[config.mk]
export PLATFORM = sky130hd
export DESIGN_NAME = mem_ctrl
export DESIGN_NICKNAME = d
export VERILOG_FILES = /design/src/rtl/riscv_mem_pkg.sv /design/src/rtl/mem_if_assembler.sv /design/src/rtl/mem_ctrl.sv
export SDC_FILE = /design/constraint.sdc
export NUM_CORES = 1
export LEC_CHECK = 0
export ABC_AREA = 1
export CORE_MARGIN = 2
export CORE_UTILIZATION = 40
export CTS_CLUSTER_SIZE = 30
export DETAILED_ROUTE_END_ITERATION = 7
export PLACE_DENSITY = 0.68
export SLEW_MARGIN = 20
export SYNTH_ARGS = -nofsm -noshare
export SYNTH_HDL_FRONTEND = slang
export SYNTH_SLANG_ARGS = --single-unit
export TNS_END_PERCENT = 50
[constraint.sdc]
create_clock -name clk_in -period 4.3 [get_ports clk_in]
set_input_delay 0.86 -clock clk_in [delete_from_list [all_inputs] [get_ports clk_in]]
set_output_delay 0.86 -clock clk_in [all_outputs]
set_load 0.01 [all_outputs]
[src/rtl/riscv_mem_pkg.sv]
// Shared definitions for the byte-serial memory controller: FSM states,
// IO region base and fetch word geometry.
package riscv_mem_pkg;

    typedef enum logic [2:0] {
        StIdle,
        StSlbAcc,
        StSlbDone,
        StIfIssue,
        StIfDrain
    } mem_state_t;

    localparam logic [31:0] IO_BASE_DEFAULT = 32'h0003_0000;
    localparam int unsigned BYTES_PER_WORD  = 4;
    localparam int unsigned IDX_W           = $clog2(BYTES_PER_WORD);
    localparam int unsigned WORD_W          = 8 * BYTES_PER_WORD;

endpackage

[src/rtl/mem_if_assembler.sv]
// Instruction word assembler: issue-side byte index plus the byte placement
// register. Returned data lags the issued address by one cycle.
module mem_if_assembler
    import riscv_mem_pkg::*;
(
    input  logic              clk_in,
    input  logic              rst_in,
    input  logic              rdy_in,
    input  logic              start,
    input  logic              issue,
    input  logic              capture,
    input  logic              abort,
    input  logic [7:0]        byte_in,
    output logic [IDX_W-1:0]  idx,
    output logic [WORD_W-1:0] word,
    output logic [WORD_W-1:0] word_next
);

    logic [IDX_W-1:0]  idx_q, idx_d, slot;
    logic [WORD_W-1:0] word_q, word_d;

    // The byte arriving now belongs to the address issued one cycle earlier;
    // in the drain cycle the index has wrapped to 0, so slot lands on the top byte.
    assign slot = idx_q - IDX_W'(1);

    always_comb begin
        idx_d  = idx_q;
        word_d = word_q;
        if (start || abort) begin
            idx_d  = '0;
            word_d = '0;
        end else begin
            if (capture) begin
                word_d[{slot, 3'b000} +: 8] = byte_in;
            end
            if (issue) begin
                idx_d = idx_q + IDX_W'(1);
            end
        end
    end

    always_ff @(posedge clk_in or posedge rst_in) begin
        if (rst_in) begin
            idx_q  <= '0;
            word_q <= '0;
        end else if (rdy_in) begin
            idx_q  <= idx_d;
            word_q <= word_d;
        end
    end

    assign idx       = idx_q;
    assign word      = word_q;
    assign word_next = word_d;

endmodule

[src/rtl/mem_ctrl.sv]
// Byte-serial RAM/IO responder arbitrating SLB byte accesses over 4-byte fetches.
// Optional MEM_CTRL_IO_STALL_EN holds IO-region writes while io_buffer_full is set.
module mem_ctrl
    import riscv_mem_pkg::*;
#(
    parameter logic [31:0] IO_BASE = IO_BASE_DEFAULT
) (
    input  logic        clk_in,
    input  logic        rst_in,
    input  logic        rdy_in,
    input  logic        slb_req,
    input  logic        slb_wr,
    input  logic [31:0] slb_addr,
    input  logic [7:0]  slb_wdata,
    output logic        slb_valid,
    output logic [7:0]  slb_rdata,
    input  logic        if_req,
    input  logic [31:0] if_addr,
    output logic        if_valid,
    output logic [31:0] if_inst,
    input  logic        clear,
    input  logic        io_buffer_full,
    input  logic [7:0]  mem_din,
    output logic [7:0]  mem_dout,
    output logic [31:0] mem_a,
    output logic        mem_wr
);

    mem_state_t  state_q, state_d;
    logic [31:0] mem_a_q, mem_a_d;
    logic [7:0]  mem_dout_q, mem_dout_d;
    logic [7:0]  slb_rdata_q, slb_rdata_d;
    logic        mem_wr_q, mem_wr_d;
    logic        slb_wr_q, slb_wr_d;

    logic              asm_start, asm_issue, asm_capture, asm_abort;
    logic [IDX_W-1:0]  asm_idx;
    logic [WORD_W-1:0] asm_word, asm_word_next;
    logic              io_stall;

`ifdef MEM_CTRL_IO_STALL_EN
    assign io_stall = slb_wr && (slb_addr >= IO_BASE) && io_buffer_full;
`else
    logic unused_io_stall;
    assign io_stall        = 1'b0;
    assign unused_io_stall = io_buffer_full & (slb_addr >= IO_BASE);
`endif

    always_comb begin
        state_d     = state_q;
        mem_a_d     = mem_a_q;
        mem_dout_d  = mem_dout_q;
        mem_wr_d    = mem_wr_q;
        slb_wr_d    = slb_wr_q;
        slb_rdata_d = slb_rdata_q;
        asm_start   = 1'b0;
        asm_issue   = 1'b0;
        asm_capture = 1'b0;
        asm_abort   = 1'b0;
        slb_valid   = 1'b0;
        if_valid    = 1'b0;
        unique case (state_q)
            StIdle: begin
                if (slb_req) begin
                    // A stalled IO write keeps priority; the fetch waits behind it.
                    if (!io_stall) begin
                        mem_a_d    = slb_addr;
                        mem_wr_d   = slb_wr;
                        mem_dout_d = slb_wdata;
                        slb_wr_d   = slb_wr;
                        state_d    = StSlbAcc;
                    end
                end else if (if_req && !clear) begin
                    mem_a_d   = if_addr;
                    asm_start = 1'b1;
                    state_d   = StIfIssue;
                end
            end
            StSlbAcc: begin
                mem_wr_d = 1'b0;
                state_d  = StSlbDone;
            end
            StSlbDone: begin
                slb_valid = 1'b1;
                if (!slb_wr_q) begin
                    slb_rdata_d = mem_din;
                end
                state_d = StIdle;
            end
            StIfIssue: begin
                if (clear) begin
                    asm_abort = 1'b1;
                    state_d   = StIdle;
                end else begin
                    asm_issue   = 1'b1;
                    asm_capture = (asm_idx != '0);
                    if (asm_idx == IDX_W'(BYTES_PER_WORD - 1)) begin
                        state_d = StIfDrain;
                    end else begin
                        mem_a_d = mem_a_q + 32'd1;
                    end
                end
            end
            StIfDrain: begin
                if (clear) begin
                    asm_abort = 1'b1;
                end else begin
                    asm_capture = 1'b1;
                    if_valid    = 1'b1;
                end
                state_d = StIdle;
            end
            default: state_d = StIdle;
        endcase
    end

    always_ff @(posedge clk_in or posedge rst_in) begin
        if (rst_in) begin
            state_q     <= StIdle;
            mem_a_q     <= '0;
            mem_dout_q  <= '0;
            mem_wr_q    <= 1'b0;
            slb_wr_q    <= 1'b0;
            slb_rdata_q <= '0;
        end else if (rdy_in) begin
            state_q     <= state_d;
            mem_a_q     <= mem_a_d;
            mem_dout_q  <= mem_dout_d;
            mem_wr_q    <= mem_wr_d;
            slb_wr_q    <= slb_wr_d;
            slb_rdata_q <= slb_rdata_d;
        end
    end

    mem_if_assembler u_if_asm (
        .clk_in    (clk_in),
        .rst_in    (rst_in),
        .rdy_in    (rdy_in),
        .start     (asm_start),
        .issue     (asm_issue),
        .capture   (asm_capture),
        .abort     (asm_abort),
        .byte_in   (mem_din),
        .idx       (asm_idx),
        .word      (asm_word),
        .word_next (asm_word_next)
    );

    // Read byte and final fetch byte arrive in the pulse cycle, so both are
    // forwarded from next-state and held in the registers afterwards.
    assign slb_rdata = slb_rdata_d;
    assign if_inst   = if_valid ? asm_word_next : asm_word;
    assign mem_a     = mem_a_q;
    assign mem_dout  = mem_dout_q;
    assign mem_wr    = mem_wr_q & rdy_in;

endmodule
# [Yosys cells after proc, flatten, opt, wreduce, memory -nomap -nowiden]
# Cells that the tools add are included.
[word_totals] out_inout_bits=83 elab_cells=70 regBits=87 input_bits=88
[classes] reduce_logical=14 muxes=31 n_eq_ne=10 n_shift=2 addsub=4 n_bitwise=1
[ops] operator="$mux W32" count=7
[ops] operator="$pmux W32 S2" count=1
[ops] operator="$add A32 B1 Y32 const B" count=1
[ops] operator="$bwmux W32" count=1
[ops] operator="$shift A8 B7 Y32 const A" count=1
[ops] operator="$shiftx A8 B7 Y32" count=1
[ops] operator="$mux W8" count=2
[ops] operator="$mux W3" count=4
[ops] operator="$mux W1" count=11
[ops] operator="$pmux W3 S3" count=1
[ops] operator="$reduce_and A3 Y1" count=3
[ops] operator="$reduce_bool A2 Y1" count=4
[ops] operator="$neg A5 Y7" count=1
[ops] operator="$eq A3 B2 Y1 const B" count=2
[ops] operator="$ne A2 B2 Y1 const B" count=3
[ops] operator="$ne A3 B3 Y1 const B" count=2
[ops] operator="$reduce_and A5 Y1" count=1
[ops] operator="$mux W2" count=2
[ops] operator="$pmux W1 S2" count=2
[ops] operator="$eq A3 B1 Y1 const B" count=1
[ops] operator="$eq A3 B3 Y1 const B" count=1
[ops] operator="$logic_not A3 Y1" count=1
[ops] operator="$add A2 B1 Y2 const B" count=1
[ops] operator="$eq A2 B2 Y1 const B" count=1
[ops] operator="other kinds (7)" count=7

# [Logic depth before layout (Yosys ltp)]
[logic_depth] depth_word=8 mapped_depth=12 depth_no_buf=10

# [Modules after synthesis]
# Synthesis repeated with hierarchy kept, for this count alone.
[hier_totals] hier_cells=1080 hier_area_um2=6513.7
[by_module_without_submodules] module="mem_ctrl" area_per_inst_um2=4252.8 n_inst=1 seq_area_each_um2=1326.3 cells_each=719
[by_module_without_submodules] module="mem_if_assembler" area_per_inst_um2=2260.9 n_inst=1 seq_area_each_um2=850.8 cells_each=361

# [Worst setup path after synthesis]
# OpenSTA, ideal clock, no wires.
[synth_path] path_type="register -> output" startpoint="register u_if_asm.idx_q[0] (netlist: u_if_asm.idx[0])" endpoint="output port if_inst[0]" n_path_buf=2 arrival_time_ns=2.091 setup_slack_ns=1.349 t_required_ns=3.440 path_stages_with_launch=11 path_cell_list="dfrtp_1 > inv_1 > buf_2 > ha_1 > buf_2 > inv_1 > nor4_4 > nand3_1 > nand2_1 > nand3_1 > nand2_1"
[synth_between] elab_chain_len=7 elab_cells_between_ends=11 classes_between="add/sub (2); shift (2); mux (6); reduce/logical (1)"
[synth_lines] item="start, declared" line="mem_if_assembler.sv:19" source="logic [IDX_W-1:0] idx_q, idx_d, slot;"
[synth_lines] item="start signal, assigned" line="mem_if_assembler.sv:47" source="idx_q <= idx_d;"
[synth_lines] item="$sub A2 B1 Y2" line="mem_if_assembler.sv:24" source="assign slot = idx_q - IDX_W'(1);"
[synth_lines] item="$neg A5 Y7" line="mem_if_assembler.sv:34" source="word_d[{slot, 3'b000} +: 8] = byte_in;"
[synth_lines] item="$shiftx A8 B7 Y32 / $shift A8 B7 Y32 (equally long branches)" line="mem_if_assembler.sv:34"
[synth_lines] item="$bwmux W32" line="mem_if_assembler.sv:34"
[synth_lines] item="$mux W32 *" line="mem_if_assembler.sv:33" source="if (capture) begin"
[synth_lines] item="$mux W32 *" line="mem_if_assembler.sv:29" source="if (start || abort) begin"
[synth_lines] item="$mux W32 *" line="mem_ctrl.sv:152" source="assign if_inst = if_valid ? asm_word_next : asm_word;"
[synth_lines] item="end, declared" line="mem_ctrl.sv:20" source="output logic [31:0] if_inst,"
# Mark *: on every way between the ends. The rest lies on a longest branch, timed or not.

# [Worst setup path in the final report]
[layout_path] startpoint="input port clear" endpoint="output port if_inst[0]"
[layout_between] elab_chain_len=8 elab_cells_between_ends=15 classes_between="mux (12); reduce/logical (3)"
[layout_lines] item="start, declared" line="mem_ctrl.sv:21" source="input logic clear,"
[layout_lines] item="$logic_not A1 Y1" line="mem_ctrl.sv:73" source="end else if (if_req && !clear) begin"
[layout_lines] item="$logic_and A1 B1 Y1" line="mem_ctrl.sv:73"
[layout_lines] item="$mux W1" line="mem_ctrl.sv:73"
[layout_lines] item="$mux W1" line="mem_ctrl.sv:64" source="if (slb_req) begin"
[layout_lines] item="$mux W1" line="mem_ctrl.sv:62" source="unique case (state_q)"
[layout_lines] item="$logic_or A1 B1 Y1" line="mem_if_assembler.sv:29"
[layout_lines] item="$mux W32" line="mem_if_assembler.sv:29"
[layout_lines] item="$mux W32 *" line="mem_ctrl.sv:152"
# Marks and branches as above.

==> metrics <==
Fillers=about 1600; required time of the critical path=3.44 ns; DR WL/cell=approximately 14 um; leading area contributor after synthesis=dfrtp_1; Iter 0 DRT Violations=roughly 450; cts repair resizes=0; Yosys reg bits=87; Layout Cells excl Fill=1395; critical path fanouts, max=18; IO buf count=between 150 and 200; overall die height=about 130 um; Total Neg Setup Slack=0 ns; DIE WIDTH=about 130 um; CTS Buf Count=9; final setup fails=0; Slew headroom=between 50% and 60%; FF-to-FF path depth=12; H-tree lvl count=3; MaxCap Viol Count=0; Synth-to-Final Area Change=33.2%; pin count of the biggest net entering global routing=88; Finished Cell Area=8590 um^2; Mapped Cells=about 1000; synth unique cells=35; YS warnings=0; die area=about 17000 um^2; n_diodes=0; clock slew at reported path FFs=about 0.060 ns; CTS tree=built; RSZ-0062 raised after global routing=no; Final Hold Vio Count=0; Avg Cell Area, Syn=~6.2 um^2; CTS Hold Bufs=0; gp weighted congestion=~0.90; Mapped Area=6450 um^2; top cells by count, synth=nand2_1, nand3_1, inv_1, dfrtp_1, nor2_1; pwr dens=556 nW/um^2; Lkg Pwr=0.00405 uW; row count=46; 1st-pass router iterations=7; maximum clock rate=around 250 MHz; initial antenna violation count=0; maximum vdd drop=roughly 0.25 mV; stages on the worst setup path=9; most common cell in the synthesized netlist=nand2_1; Critical Path Slowest Stage Cell=clkdlybuf4s50_1; DP Worst Slack=0.335 ns; first-pass GRT wire length=30000 um; cell chain of the critical path=clkdlybuf4s50_1 -> nand3b_2 -> nand2_2 -> buf_4 -> nand3_1 -> nand2_1 -> nand3_1 -> nand2_1 -> clkdlybuf4s50_1; min Tclk post-route=approximately 4.0 ns; initial core utilization=between 40% and 50%; Setup WS post-layout=between 0.3 and 0.4 ns; final wirelength=between 15000 and 20000 um; via/cell ratio=between 4 and 5; Clock Sinks=87; Crit path max-delay family=buffers and inverters; Clock Latency Late Sink=approximately 0.36 ns; Critical Path Source=clear; startpoint types=primary input; Setup Buffers After CTS=0; total grt overflow=0; Final period util=92.8%; routed vias=a little under 7000; Async SR Flop Fraction=between 90% and 100%; area post-placement=slightly above 8000 um^2; crit path capture=if_inst[0]; outcome=finished clean; layout net count=~1300; sequential area share after synthesis=approximately a third; WP buf/inv=3; Worst setup EP type=output port; dpl hpwl=13500 um; Placed Cells=between 1000 and 1500; io pins=roughly 170; CTS Buffer Depth=2; Worst Skew=between 0.009 and 0.01 ns; share of the synthesized area in the top cell type=33.8%; worst endpoint data arrival time=approximately 3.1 ns; Post-DRT Antenna Nets=0; Crit path largest cell delay=between 0.5 and 0.6 ns; Design Power=4780 uW; ranking of synthesized cells by area=dfrtp_1, nand2_1, nand3_1; vias in the first global route=approximately 6100; worst slew pin tran=about 0.72 ns; Synth Flop Type=dfrtp_1; Root Driver=clkbuf_16; kind of critical path=primary input to output port; path type of the worst min-delay path=register to register; worst r2r src=state_q[2]; Total GRT Usage=22.1%; Core ar.=15800 um^2; worst reg2reg endpoint=mem_a[10]; Reg2Reg Setup Slack=between 1.5 and 2 ns; Post-synth EDFFs=0; Slew Limit Fails=0; # DRC=0; syn_nets=about 1100; share of layout cells above drive strength 1=roughly 4.7%
==> kinds of logic after synthesis <==
group | synth area share (%)
XOR/XNOR | 0.951
AO/OA/AOI/OAI | 12.3
multiplexers | 0.311
buffers and inverters | 10.0
adder cells (fa/ha/maj) | 1.55
flip-flops | 33.8
AND/OR/NAND/NOR | 41.1
==> where the power goes <==
group          internal, uW  total [uW]  switching (uW)
registers              1130        1440             304
clock network           513         871             358
logic                  1100        2470            1370
total                  2750        4780            2030
==> layer usage <==
metal | vias up | global-route usage (%) | wire length (um)
met4 | 0 | 7.13 | 285
met5 | - | 0 | 0
met2 | 166 | 37.5 | 9090
met3 | 20 | 4.23 | 977
li1 | 3582 | - | -
met1 | 3106 | 28.4 | 8540
==> stage by stage <==
| step | util [%] | hold WS (ns) |
|---|---|---|
| 2_1_floorplan | - | 0.462 |
| 3_5_place_dp | 52.2 | 0.457 |
| 6_report | 54.3 | 0.469 |
| 5_1_grt | 54.3 | 0.489 |
| 4_1_cts | 54.3 | 0.474 |
| 3_3_place_gp | 52.2 | 0.457 |
==> flip-flops by register name, indices dropped and copies added, names as in the netlist <==
register       flops
mem_a             32
u_if_asm.word     32
mem_dout           8
slb_rdata_q        8
state_q            3
u_if_asm.idx       2
mem_wr_q           1
slb_wr_q           1
==> cell usage in the layout (no fill, tap or decap), types with 4 or more instances in the layout <==
cell             netlist  routed
nand4_1               27      27
nand2_1              395     395
o21ai_0               72      72
o21ai_1               30      30
nor2_2                 4       4
buf_4                  7      13
nand2_2                4       4
clkdlybuf4s50_1        0     168
ha_1                   8       8
dfrtp_1               87      87
xor2_1                 5       5
inv_2                  7       7
nand3_1              108     108
nor2_1                79      79
inv_1                 91      90
a21oi_1               28      28
a21boi_1              15      15
clkbuf_16              0       9
==> how the worst min path moves through the flow <==
stage / end / start / cells after the start
floorplan: slb_wr_q / slb_wr_q / 2
global placement: mem_dout[3] / mem_dout[3] / 2
detailed placement: mem_dout[3] / mem_dout[3] / 2
CTS: mem_dout[3] / mem_dout[3] / 2
global route: mem_dout[3] / mem_dout[3] / 2
finish: mem_dout[6] / mem_dout[6] / 2
==> worst min-delay path, delay by kind of cell (launching register included) <==
kind             cells  cell delay, ns
and+or+nand+nor      2            0.10
DFF                  1            0.34
==> cell type report <==
| type | instances | area (um^2) | share of cell area, % |
|---|---|---|---|
| Multi-Input combinational cell | 793 | 3620 | 42.2 |
| Timing Repair Buffer | 184 | 1820 | 21.2 |
| Tap cell | 216 | 270 | 3.15 |
| Clock inverter | 6 | 92.6 | 1.08 |
| Inverter | 99 | 373 | 4.34 |
| Sequential cell | 87 | 2180 | 25.3 |
| Clock buffer | 10 | 229 | 2.67 |
(Power assumes the default switching activity.)
